`src/rtl/regfile_wb_sched_pkg.sv`:
```
// Shared register-file configuration and writeback source encodings.
package regfile_wb_sched_pkg;

  localparam int unsigned RegAddrLen = 5;
  localparam int unsigned RegLen     = 32;
  localparam int unsigned RegNum     = 32;
  localparam logic [RegLen-1:0] ZeroWord = '0;

  typedef enum logic {
    WbSrcAlu = 1'b0,
    WbSrcMem = 1'b1
  } wb_src_e;

endpackage

```
`src/rtl/regfile_wb_sched_wb_rr_arbiter.sv`:
```
// Two-requester round-robin arbiter for the shared register-file write port.
module wb_rr_arbiter
  import regfile_wb_sched_pkg::*;
(
  input  logic clk,
  input  logic rst_n,
  input  logic alu_valid,
  input  logic mem_valid,
  output logic grant_alu,
  output logic grant_mem
);

  wb_src_e rr_ptr;
  wb_src_e rr_ptr_next;

  always_comb begin
    grant_alu   = alu_valid && (!mem_valid || rr_ptr == WbSrcAlu);
    grant_mem   = mem_valid && (!alu_valid || rr_ptr == WbSrcMem);
    rr_ptr_next = rr_ptr;
    // Pointer only moves on contention, to the source that just lost.
    if (alu_valid && mem_valid) begin
      rr_ptr_next = (rr_ptr == WbSrcAlu) ? WbSrcMem : WbSrcAlu;
    end
  end

  always_ff @(posedge clk or negedge rst_n) begin
    if (!rst_n) begin
      rr_ptr <= WbSrcMem;
    end else begin
      rr_ptr <= rr_ptr_next;
    end
  end

endmodule

```
`src/rtl/regfile_wb_sched.sv`:
```
// Register-file write-port scheduler: ALU/MEM round-robin writeback plus
// per-register pending-write scoreboard driving the decode stall.
module regfile_wb_sched
  import regfile_wb_sched_pkg::*;
#(
  parameter int unsigned REG_ADDR_W = RegAddrLen,
  parameter int unsigned DATA_W     = RegLen
) (
  input  logic                  clk,
  input  logic                  rst_n,
  input  logic                  id_valid,
  input  logic [REG_ADDR_W-1:0] id_rs1,
  input  logic [REG_ADDR_W-1:0] id_rs2,
  input  logic                  id_rs1_en,
  input  logic                  id_rs2_en,
  input  logic [REG_ADDR_W-1:0] id_rd,
  input  logic                  id_rd_en,
  output logic                  id_stall,
  input  logic                  alu_wb_valid,
  input  logic [REG_ADDR_W-1:0] alu_wb_addr,
  input  logic [DATA_W-1:0]     alu_wb_data,
  output logic                  alu_wb_ready,
  input  logic                  mem_wb_valid,
  input  logic [REG_ADDR_W-1:0] mem_wb_addr,
  input  logic [DATA_W-1:0]     mem_wb_data,
  output logic                  mem_wb_ready,
  output logic                  rf_we,
  output logic [REG_ADDR_W-1:0] rf_waddr,
  output logic [DATA_W-1:0]     rf_wdata,
  output logic                  sched_err
);

  localparam int unsigned NumRegs = 1 << REG_ADDR_W;

  logic [1:0] cnt      [NumRegs];
  logic [1:0] cnt_next [NumRegs];

  logic grant_alu, grant_mem;
  logic rs1_busy, rs2_busy, rd_full;
  logic issue;
  logic inc, dec;

  wb_rr_arbiter u_arb (
    .clk       (clk),
    .rst_n     (rst_n),
    .alu_valid (alu_wb_valid),
    .mem_valid (mem_wb_valid),
    .grant_alu (grant_alu),
    .grant_mem (grant_mem)
  );

  assign alu_wb_ready = rst_n && grant_alu;
  assign mem_wb_ready = rst_n && grant_mem;

  // A register retiring this cycle is bypassed, so it counts one less.
  always_comb begin
    rs1_busy = id_rs1_en && (id_rs1 != '0) && (cnt[id_rs1] != 2'd0) &&
               !(rf_we && (rf_waddr == id_rs1) && (cnt[id_rs1] == 2'd1));
    rs2_busy = id_rs2_en && (id_rs2 != '0) && (cnt[id_rs2] != 2'd0) &&
               !(rf_we && (rf_waddr == id_rs2) && (cnt[id_rs2] == 2'd1));
    rd_full  = id_rd_en && (id_rd != '0) && (cnt[id_rd] == 2'd3) &&
               !(rf_we && (rf_waddr == id_rd));
    id_stall = rst_n && id_valid && (rs1_busy || rs2_busy || rd_full);
    issue    = id_valid && !id_stall;
  end

  always_comb begin
    inc = 1'b0;
    dec = 1'b0;
    cnt_next[0] = '0;
    for (int unsigned i = 1; i < NumRegs; i++) begin
      cnt_next[i] = cnt[i];
      inc = issue && id_rd_en && (id_rd == REG_ADDR_W'(i));
      dec = rf_we && (rf_waddr == REG_ADDR_W'(i)) && (cnt[i] != 2'd0);
      if (inc && !dec) begin
        cnt_next[i] = cnt[i] + 2'd1;
      end else if (dec && !inc) begin
        cnt_next[i] = cnt[i] - 2'd1;
      end
    end
  end

  always_ff @(posedge clk or negedge rst_n) begin
    if (!rst_n) begin
      for (int unsigned i = 0; i < NumRegs; i++) begin
        cnt[i] <= '0;
      end
    end else begin
      for (int unsigned i = 0; i < NumRegs; i++) begin
        cnt[i] <= cnt_next[i];
      end
    end
  end

  always_ff @(posedge clk or negedge rst_n) begin
    if (!rst_n) begin
      rf_we    <= 1'b0;
      rf_waddr <= '0;
      rf_wdata <= DATA_W'(ZeroWord);
    end else if (grant_alu && (alu_wb_addr != '0)) begin
      rf_we    <= 1'b1;
      rf_waddr <= alu_wb_addr;
      rf_wdata <= alu_wb_data;
    end else if (grant_mem && (mem_wb_addr != '0)) begin
      rf_we    <= 1'b1;
      rf_waddr <= mem_wb_addr;
      rf_wdata <= mem_wb_data;
    end else begin
      rf_we    <= 1'b0;
    end
  end

  always_ff @(posedge clk or negedge rst_n) begin
    if (!rst_n) begin
      sched_err <= 1'b0;
    end else if (rf_we && (cnt[rf_waddr] == 2'd0)) begin
      sched_err <= 1'b1;
    end
  end

endmodule

```
`config.mk`:
```
export PLATFORM = sky130hd
export DESIGN_NAME = regfile_wb_sched
export DESIGN_NICKNAME = d
export VERILOG_FILES = /design/src/rtl/regfile_wb_sched_pkg.sv /design/src/rtl/regfile_wb_sched_wb_rr_arbiter.sv /design/src/rtl/regfile_wb_sched.sv
export SDC_FILE = /design/constraint.sdc
export NUM_CORES = 1
export LEC_CHECK = 0
export CAP_MARGIN = 20
export CORE_ASPECT_RATIO = 0.6
export CORE_MARGIN = 3
export CORE_UTILIZATION = 40
export DETAILED_ROUTE_END_ITERATION = 6
export HOLD_SLACK_MARGIN = 0.06
export PLACE_DENSITY_LB_ADDON = 0.1
export SYNTH_ARGS = -nofsm -noshare
export SYNTH_HDL_FRONTEND = slang
export SYNTH_SLANG_ARGS = --single-unit
```
`constraint.sdc`:
```
create_clock -name clk -period 3.6 [get_ports clk]
set_clock_uncertainty 0.1 [all_clocks]
set_input_delay 0.36 -clock clk [delete_from_list [all_inputs] [get_ports clk]]
set_output_delay 0.36 -clock clk [all_outputs]
set_load 0.05 [all_outputs]
```
; Word level (Yosys, flattened, before mapping)
; Index checks and enable logic that the tools add are counted.
[classes]
n_addsub = 62
order_cmp = 4
eq_ne = 68
n_mux = 81
n_bitwise = 5
n_reduce_logical = 324
[op_table]
columns = operator, n
row1 = 1-bit logical AND, 181
row2 = 5-bit == test (second input constant), 32
row3 = 2-bit 2-to-1 mux, 70
row4 = 2-bit nonzero test, 65
row5 = 5-bit by 4-bit == test with 1-bit output (second input constant), 16
row6 = 1-bit logical NOT, 68
row7 = 32-bit 2-to-1 mux, 2
row8 = 2-bit by 1-bit adder with 2-bit output (second input constant), 31
row9 = 2-bit by 1-bit subtractor with 2-bit output (second input constant), 31
row10 = 2-bit binary-select mux with 5-bit select, 4
row11 = 5-bit by 3-bit == test with 1-bit output (second input constant), 8
row12 = 5-bit nonzero test, 5
row13 = 6-bit greater-or-equal comparator (second input constant), 4
row14 = 5-bit inverter with 6-bit output, 4
row15 = 5-bit by 2-bit == test with 1-bit output (second input constant), 4
row16 = 5-bit == test, 3
row17 = 5-bit by 1-bit == test with 1-bit output (second input constant), 2
row18 = 5-bit 2-to-1 mux, 2
row19 = 2-bit by 1-bit == test with 1-bit output (second input constant), 2
row20 = 1-bit logical OR, 4
row21 = 1-bit 2-to-1 mux, 3
row22 = 2-bit == test (second input constant), 1
row23 = 2-bit logical NOT, 1
row24 = 1-bit inverter, 1
[totals]
regBits = 102
input_bits = 97
out_inout_bits = 42
word_cells = 580

; Longest topological paths before layout
; Gate-level depths: netlist (run 1).
[logic_depth]
ltp_word = 19
depth_mapped = 15
mapped_depth_nobuf = 11

; Modules after synthesis
; A second synthesis (run 1) with hierarchy kept.
[unflattened]
hier_cells = 785
hier_area_um2 = 7568.5
[by_module_without_submodules]
columns = module, n_inst, cells_each, area_per_inst_um2, seq_area_each_um2
row1 = regfile_wb_sched, 1, 779, 7511.0, 2527.4
row2 = wb_rr_arbiter, 1, 6, 57.6, 26.3

; Worst setup path after synthesis (run 1)
; Ideal clock, no wire load.
[synth_path]
path_type = flip-flop to output port
start = register rf_waddr[1]
end = output id_stall
t_arrival_ns = 2.858
t_required_ns = 3.140
slack_ns = 0.282
stages_incl_launch_ff = 8
path_buffers = 1
path_cell_list = dfrtp_1 clkbuf_1 xor2_1 nor4_1 a311o_1 a2111oi_1 a2111oi_2 a31oi_1
[synth_via]
elab_chain_len = 8
elab_cells_between_ends = 17
cone_classes = eq/ne (3) / reduce/logical (14)
[synth_lines]
columns = item, line_no
row1 = start: declaration, regfile_wb_sched.sv:28  ; output logic [REG_ADDR_W-1:0] rf_waddr,
row2 = start signal: assignment, regfile_wb_sched.sv:102  ; rf_waddr <= alu_wb_addr;
row3 = start signal: assignment, regfile_wb_sched.sv:106  ; rf_waddr <= mem_wb_addr;
row4 = 5-bit == test (on tied branches), "regfile_wb_sched.sv:58, regfile_wb_sched.sv:60"
row5 = 1-bit logical AND (on tied branches) (2 in a row), "regfile_wb_sched.sv:58, regfile_wb_sched.sv:60"
row6 = 1-bit logical NOT (on tied branches), "regfile_wb_sched.sv:58, regfile_wb_sched.sv:60"
row7 = 1-bit logical AND (on tied branches), "regfile_wb_sched.sv:57, regfile_wb_sched.sv:59"
row8 = 1-bit logical OR, regfile_wb_sched.sv:63  ; id_stall = rst_n && id_valid && (rs1_busy || rs2_busy || rd_full);
row9 = 1-bit logical OR *, regfile_wb_sched.sv:63
row10 = 1-bit logical AND *, regfile_wb_sched.sv:63
row11 = end: declaration, regfile_wb_sched.sv:18  ; output logic id_stall,
; Every way passes the cells marked *; elsewhere a longest branch is shown, timed or not.

; Worst setup path in the final report (run 1)
[layout_path]
start = input id_rd[0]
end = register cnt[59] (netlist bit)
[layout_via]
elab_chain_len = 16
elab_cells_between_ends = 24
cone_classes = eq/ne (3) / mux (4) / bitwise (1) / reduce/logical (16)
[layout_lines]
columns = item, line_no
row1 = start: declaration, regfile_wb_sched.sv:16  ; input logic [REG_ADDR_W-1:0] id_rd,
row2 = 5-bit inverter with 6-bit output (implied by the code), regfile_wb_sched.sv:61  ; rd_full = id_rd_en && (id_rd != '0) && (cnt[id_rd] == 2'd3) &&
row3 = 2-bit binary-select mux with 5-bit select, regfile_wb_sched.sv:61
row4 = 2-bit 2-to-1 mux (implied by the code) (2 in a row), regfile_wb_sched.sv:61
row5 = 2-bit == test, regfile_wb_sched.sv:61
row6 = 1-bit logical AND (2 in a row), regfile_wb_sched.sv:61
row7 = 1-bit logical OR, regfile_wb_sched.sv:63
row8 = 1-bit logical AND, regfile_wb_sched.sv:63
row9 = 1-bit logical NOT, regfile_wb_sched.sv:64  ; issue = id_valid && !id_stall;
row10 = 1-bit logical AND, regfile_wb_sched.sv:64
row11 = 1-bit logical AND, regfile_wb_sched.sv:73  ; inc = issue && id_rd_en && (id_rd == REG_ADDR_W'(i));
row12 = 1-bit logical AND *, regfile_wb_sched.sv:73
row13 = 1-bit logical NOT, regfile_wb_sched.sv:77  ; end else if (dec && !inc) begin
row14 = 1-bit logical AND, regfile_wb_sched.sv:77
row15 = 2-bit nonzero test (no line), n/a
row16 = end signal: indexed assignment, regfile_wb_sched.sv:90  ; cnt[i] <= cnt_next[i];
row17 = end: declaration, regfile_wb_sched.sv:35  ; logic [1:0] cnt [NumRegs];
; Every way passes the cells marked *; elsewhere a longest branch is shown, timed or not. The select of a mux whose other input is x is not followed.
; A chain may end at the register's enable or synchronous reset.

==> results of run 1 <==
metal layers:
metal	wire (um)	up-vias
met3	3670	27
li1	-	3198
met1	12720	3520
met2	10940	371
met5	0	-
met4	198	0
power breakdown:
group / internal [mW] / switching (mW) / total, mW
Combinational: 1.48 / 1.76 / 3.25
Sequential: 1.61 / 0.802 / 2.41
Clock: 0.740 / 0.445 / 1.18
Total: 3.83 / 3.01 / 6.84
flip-flops by register name (all words and copies together) (netlist names):
| register | flops |
|---|---|
| u_arb.rr_ptr | 1 |
| rf_wdata | 32 |
| rf_we | 1 |
| sched_err | 1 |
| cnt | 62 |
| rf_waddr | 5 |
cell families (layout without fill, tap and decap cells):
family / after synthesis / in the layout
DFF: 102 / 102
xor gates and xnor gates: 109 / 109
AOI/OAI and AO/OA: 167 / 167
buffers and inverters: 78 / 245
muxes: 100 / 100
adders and majority gates: 31 / 31
and+or+nand+nor: 206 / 206
Yosys cell counts (all sizes together) (2+ instances only):
library cell | number | area, um2
nor4 | 4 | 25.02
nor3b | 2 | 15.01
nand2 | 55 | 206.5
or4 | 3 | 22.52
or3b | 5 | 43.79
dfrtp | 101 | 2527
mux2i | 66 | 660.6
inv | 5 | 18.77
a22oi | 2 | 15.01
a211oi | 45 | 417.9
xnor2 | 36 | 315.3
nor2 | 60 | 225.2
o211ai | 19 | 142.6
mux2 | 6 | 67.56
xor2 | 73 | 639.4
a2111oi | 3 | 33.78
o21ai | 45 | 225.2
a32oi | 2 | 17.52
buf | 30 | 161.4
a21oi | 24 | 120.1
and2 | 4 | 25.03
nor2b | 12 | 75.07
nor3 | 18 | 90.09
ha | 31 | 387.9
o21a | 2 | 15.01
a31oi | 10 | 62.56
mux4 | 28 | 656.9
nand3b | 17 | 127.6
a311o | 2 | 20.02
clkbuf | 42 | 157.7
nand3 | 12 | 60.06
nand2b | 8 | 50.05
through the flow:
| stage | utilization [%] | power, mW | TNS, ns |
|---|---|---|---|
| after global placement | 53.05 | 5.412 | -17.18 |
| after floorplan | - | 4.156 | 0 |
| after CTS | 55.21 | 6.692 | 0 |
| after detailed placement | 53.05 | 5.469 | -20.42 |
| after global routing | 56.93 | 7.179 | -0.1253 |
| final | 56.93 | 6.838 | 0 |
worst max path at each step:
stage                 from       end  slack [ns]
2_1_floorplan  rf_waddr[1]  id_stall        0.28
3_3_place_gp     id_rs2[0]   cnt[59]       -0.48
3_5_place_dp     id_rs2[0]   cnt[59]       -0.53
4_1_cts          id_rs2[0]    cnt[1]       0.003
5_1_grt            cnt[36]   cnt[59]       -0.05
6_report          id_rd[0]   cnt[59]         0.1
cell type report:
| type | instances | area [um2] |
|---|---|---|
| clock buffer | 12 | 266.5 |
| clock inverter | 4 | 98.84 |
| fill | 1587 | 8006 |
| inverter | 6 | 22.52 |
| multi-input combinational | 613 | 5127 |
| sequential | 102 | 2561 |
| tap | 260 | 325.3 |
| timing repair buffer | 223 | 2182 |
timing repair:
action / CTS / global route
endpoints found under the setup margin: 22 / 38
gates cloned: 0 / 2
hold endpoints to repair: 33 / 0
hold buffers: 1 / 0
setup buffers: 0 / 10
resized for setup: 7 / 40
pin swaps: 1 / 7
worst register-to-register path, cell delays in order, from the launching register on:
cell and delay (ns):
dfrtp_2 0.46, mux2_1 0.31, a221o_1 0.35, a31oi_1 0.22
a2111oi_2 0.11, a2111oi_4 0.48, nand4_4 0.24, buf_8 0.23
a211oi_4 0.35, ha_4 0.18, xor2_1 0.14, nor2_1 0.06
xor2_1 0.14
==> flow_summary.ini, run 1 <==
[outcome]
status = finished, final reports clean

[global_route]
grt_busiest_layer = met1
grt_use_met3_pct = 11.47
grt_overflow = 0
grt_pass1_vias = 7007
met2_usage_pct = 34.76
grt_start_max_net_pins = 69
grtUsageTotal_pct = 25.41
grt_pass1_wl_um = 41740
antenna_found_initial = 0
use_met1_pct = 37.39

[floorplanning]
start_util_pct = 42.06
dieWidth_um = 186.5
ioPinCount = 139
die-area_um2 = 21320
die_h_um = 114.3
num_rows = 38
design.core.area_um2 = 18590

[synthesis]
syn_area_um2 = 7820
syn_avg_cell_area_um2 = 9.861
ys.flop_type = dfrtp_1
synth_compound_area_share_pct = 15.12
synth_simple_gate_area_share_pct = 12.98
synthesis.nets = 921
synthAdderAreaFrac_pct = 4.960
synth_cell_types = 61
synth_async_sr_flop_share_pct = 100.0
ys_seq_area_share_pct = 32.66
ys_ff_latch = 102
muxShareOfSynthArea_pct = 17.71
synth_xor_area_share_pct = 12.21
yosys_warnings = 0
synth_edf_count = 0
syn_inst = 793
synth_top_family_by_area = multiplexers

[critical_path]
start_kind = input port
setup.worst_path.end_class = register
r2r_start = cnt[56]
worst_ep_required_time_ns = 3.74
r2r_cells = 12
worst_path_max_delay_cell = mux4_2
path_depth = 14
rr_endpoint = cnt[59]
crit_type = input port to register
slowest_delay_ns = 0.52
rrSetupSlack_ns = 0.11
path_cells = clkdlybuf4s50_1, buf_12, buf_6, mux4_2, a21oi_1, o21ai_1, a31oi_4, nand4_4, buf_8, a211oi_4, ha_4, xor2_1, nor2_1, xor2_1
cp_common_cell = xor2_1
path_delay_family = buffers and inverters
path_buf_inv = 4
crit_arrival_ns = 3.64
worst-path-max-fanout = 12

[timing]
fmax_mhz = 285.7
whs_ns = 0.3733
setup_viol = 0
fin_ws_ns = 0.09941
relSlewSlack_pct = 31.91
period_needed_ns = 3.501
min_period_over_period_pct = 97.24
max_slew.worst_pin.slew_ns = 1.019
drv_slew = 0
final_hold_viol_count = 0

[final_layout]
n_antenna_cell = 0
final_cell_mix = clkdlybuf4s50_1 (133), dfrtp_1 (95), xor2_1 (73)
syn2layout_area_growth_pct = 35.34
layout_commonest_cell = clkdlybuf4s50_1
finalNonFillerCells = 1220
final_layout_size_suffix_gt1_share_pct = 18.85
nets = 1083
final_cell_area_um2 = 10580

[pwr]
ir_worst_vdd_mv = 0.3302
p_leak_nw = 4.156
powerDensity_nw_per_um2 = 646.1

[placement]
dp_cells = 1191
pre_cts_ws_ns = -0.5283
io_buffers = 138
place_area_um2 = 9862
hpwlAfterDp_um = 21050
gp_congestion = 0.9741

[detailed_routing]
first_pass_iters = 6
vias = 7116
via_per_inst = 5.833
wirelength_um = 27530
wl_per_cell_um = 22.57
first_iter_violations = 857
antenna_left = 0
drcViolationCount = 0

[clock_tree]
numCtsBuffers = 9
cts_tree = done
clk_transition_reported_paths_ns = 0.07
insertion_delay_ns = 0.36
root_buffer = clkbuf_16
htreeDepth = 3
cts.path.max_buffers = 2
clock-sinks = 102

[run]
drv_cap = 0

[hold_path]
min_from = sched_err
holdPathStages = 1
hold_path.class = register to register
min_to = sched_err
No activity file was read; power rests on OpenSTA's default activity.
==> run 2: changes to the inputs <==
SKIP_CTS_REPAIR_TIMING = 1   (was default)
SLEW_MARGIN = 20   (was default)
==> run 2 against run 1 <==
Compared with the run above:
- routed wire length shrank 1.6%
- critical path type is now input port to output pin
- design area shrank 1.0%
- core utilization shrank 0.59 points
- clock power is essentially flat
- clock-buffer cell count is the same
==> flow_summary.ini, run 2 (same netlist as run 1, synthesis figures left out) <==
[global_route]
grtUsageTotal_pct = 25.39
grt_pass1_wl_um = 41790
grt_pass1_vias = 7020
grt_start_max_net_pins = 69
grt_overflow = 0
antenna_found_initial = 0

[floorplanning]
num_rows = 38
start_util_pct = 42.06
ioPinCount = 139
die_h_um = 114.3
dieWidth_um = 186.5
die-area_um2 = 21320
design.core.area_um2 = 18590

[detailed_routing]
antenna_left = 0
first_iter_violations = 740
via_per_inst = 5.779
first_pass_iters = 5
drcViolationCount = 0
vias = 7010
wirelength_um = 27090
wl_per_cell_um = 22.33

[critical_path]
r2r_cells = 10
rr_endpoint = cnt[49]
worst-path-max-fanout = 17
rrSetupSlack_ns = 0.22
crit_arrival_ns = 3.05
start_kind = input port
crit_type = input port to output pin
r2r_start = cnt[18]
setup.worst_path.end_class = output pin
worst_ep_required_time_ns = 3.14

[final_layout]
fin_util_pct = 56.35
regMostFlops = cnt
reg_top3 = cnt: 62 flops, rf_wdata: 32 flops, rf_waddr: 5 flops
layout_commonest_cell = clkdlybuf4s50_1
final_cell_mix = clkdlybuf4s50_1 (135), dfrtp_1 (101), xor2_1 (72)
syn2layout_area_growth_pct = 33.95
nets = 1076
largest_register_ffs = 62
finalNonFillerCells = 1213
final_layout_size_suffix_gt1_share_pct = 17.31
n_antenna_cell = 0
final_cell_area_um2 = 10480

[pwr]
intPower_mw = 3.799
p_sw_mw = 2.985
powerDensity_nw_per_um2 = 647.7
seqPwrFrac_pct = 35.5
clkPwrFrac_pct = 17.5
pwr-share-comb_pct = 47.1
p_total_mw = 6.784
p_leak_nw = 4.099
switching_share_pct = 44.00
ir_worst_vdd_mv = 0.3239

[hold_path]
holdPathStages = 1
min_to = sched_err
hold_path.class = register to register
min_from = sched_err

[clock_tree]
cts.path.max_buffers = 2
insertion_delay_ns = 0.36
numCtsBuffers = 9
root_buffer = clkbuf_16
cts_tree = done
clk_transition_reported_paths_ns = 0.07
htreeDepth = 3
clock-sinks = 102

[placement]
gp_congestion = 0.9741
place_area_um2 = 9862
pre_cts_ws_ns = -0.5283
dp_cells = 1191
io_buffers = 138
hpwlAfterDp_um = 21050

[outcome]
status = finished, final reports clean

[timing]
drv_slew = 0
whs_ns = 0.3736
rsz0062_at_grt = yes
final_hold_viol_count = 0
fin_tns_setup_ns = 0
relSlewSlack_pct = 30.96
fmax_mhz = 285.1
min_period_over_period_pct = 97.43
max_slew.worst_pin.slew_ns = 1.033
setup_viol = 0
period_needed_ns = 3.507
fin_ws_ns = 0.09263

[run]
drv_cap = 0
[run 2: cell types whose count changed in the layout (fill, tap and decap cells not counted), moves of 3 or more]
cell	change
buf_4	-6
dfrtp_2	-6
a211oi_2	-4
a211oi_1	+3
dfrtp_1	+6
[run 2: layer usage]
metal | up-vias | GRT usage (%) | share of wire (%)
li1 | 3182 | - | -
met1 | 3434 | 37.95 | 47
met2 | 369 | 34.32 | 39
met3 | 23 | 10.58 | 13
met4 | 2 | 3.875 | 0.86
met5 | - | 2.489 | 0.28
[run 2: worst max-delay path by stage]
stage	start	depth (start not counted)	to
after floorplan	rf_waddr[1]	7	id_stall
after global placement	id_rs2[0]	14	cnt[59]
final	id_rs1[0]	12	id_stall
after detailed placement	id_rs2[0]	13	cnt[59]
after global routing	id_rs1[0]	12	id_stall
after CTS	id_rs2[0]	11	id_stall
[run 2: layout make-up]
cell class	instances	area, um2
Inverter	6	22.52
Sequential cell	102	2554
Multi-Input combinational cell	613	5100
Clock inverter	4	98.84
Clock buffer	12	266.5
Tap cell	260	325.3
Timing Repair Buffer	216	2108
Fill cell	1600	8115
[run 2: critical path: stages]
cell             delay (ns)
clkdlybuf4s50_1        0.51
buf_12                 0.18
buf_4                  0.15
mux2i_1                0.06
mux4_2                 0.55
a31oi_1                0.20
o31ai_1                0.10
o22a_2                 0.24
buf_4                  0.15
a31oi_2                0.21
buf_4                  0.18
buf_12                 0.12
[run 2: power by group through the flow]
stage / Sequential (mW) / Combinational [mW] / Clock (mW)
2_1_floorplan: 2.44 / 1.71 / 0
3_3_place_gp: 2.36 / 3.05 / 0
3_5_place_dp: 2.39 / 3.08 / 0
4_1_cts: 2.37 / 3.10 / 1.22
5_1_grt: 2.46 / 3.41 / 1.26
6_report: 2.41 / 3.19 / 1.19
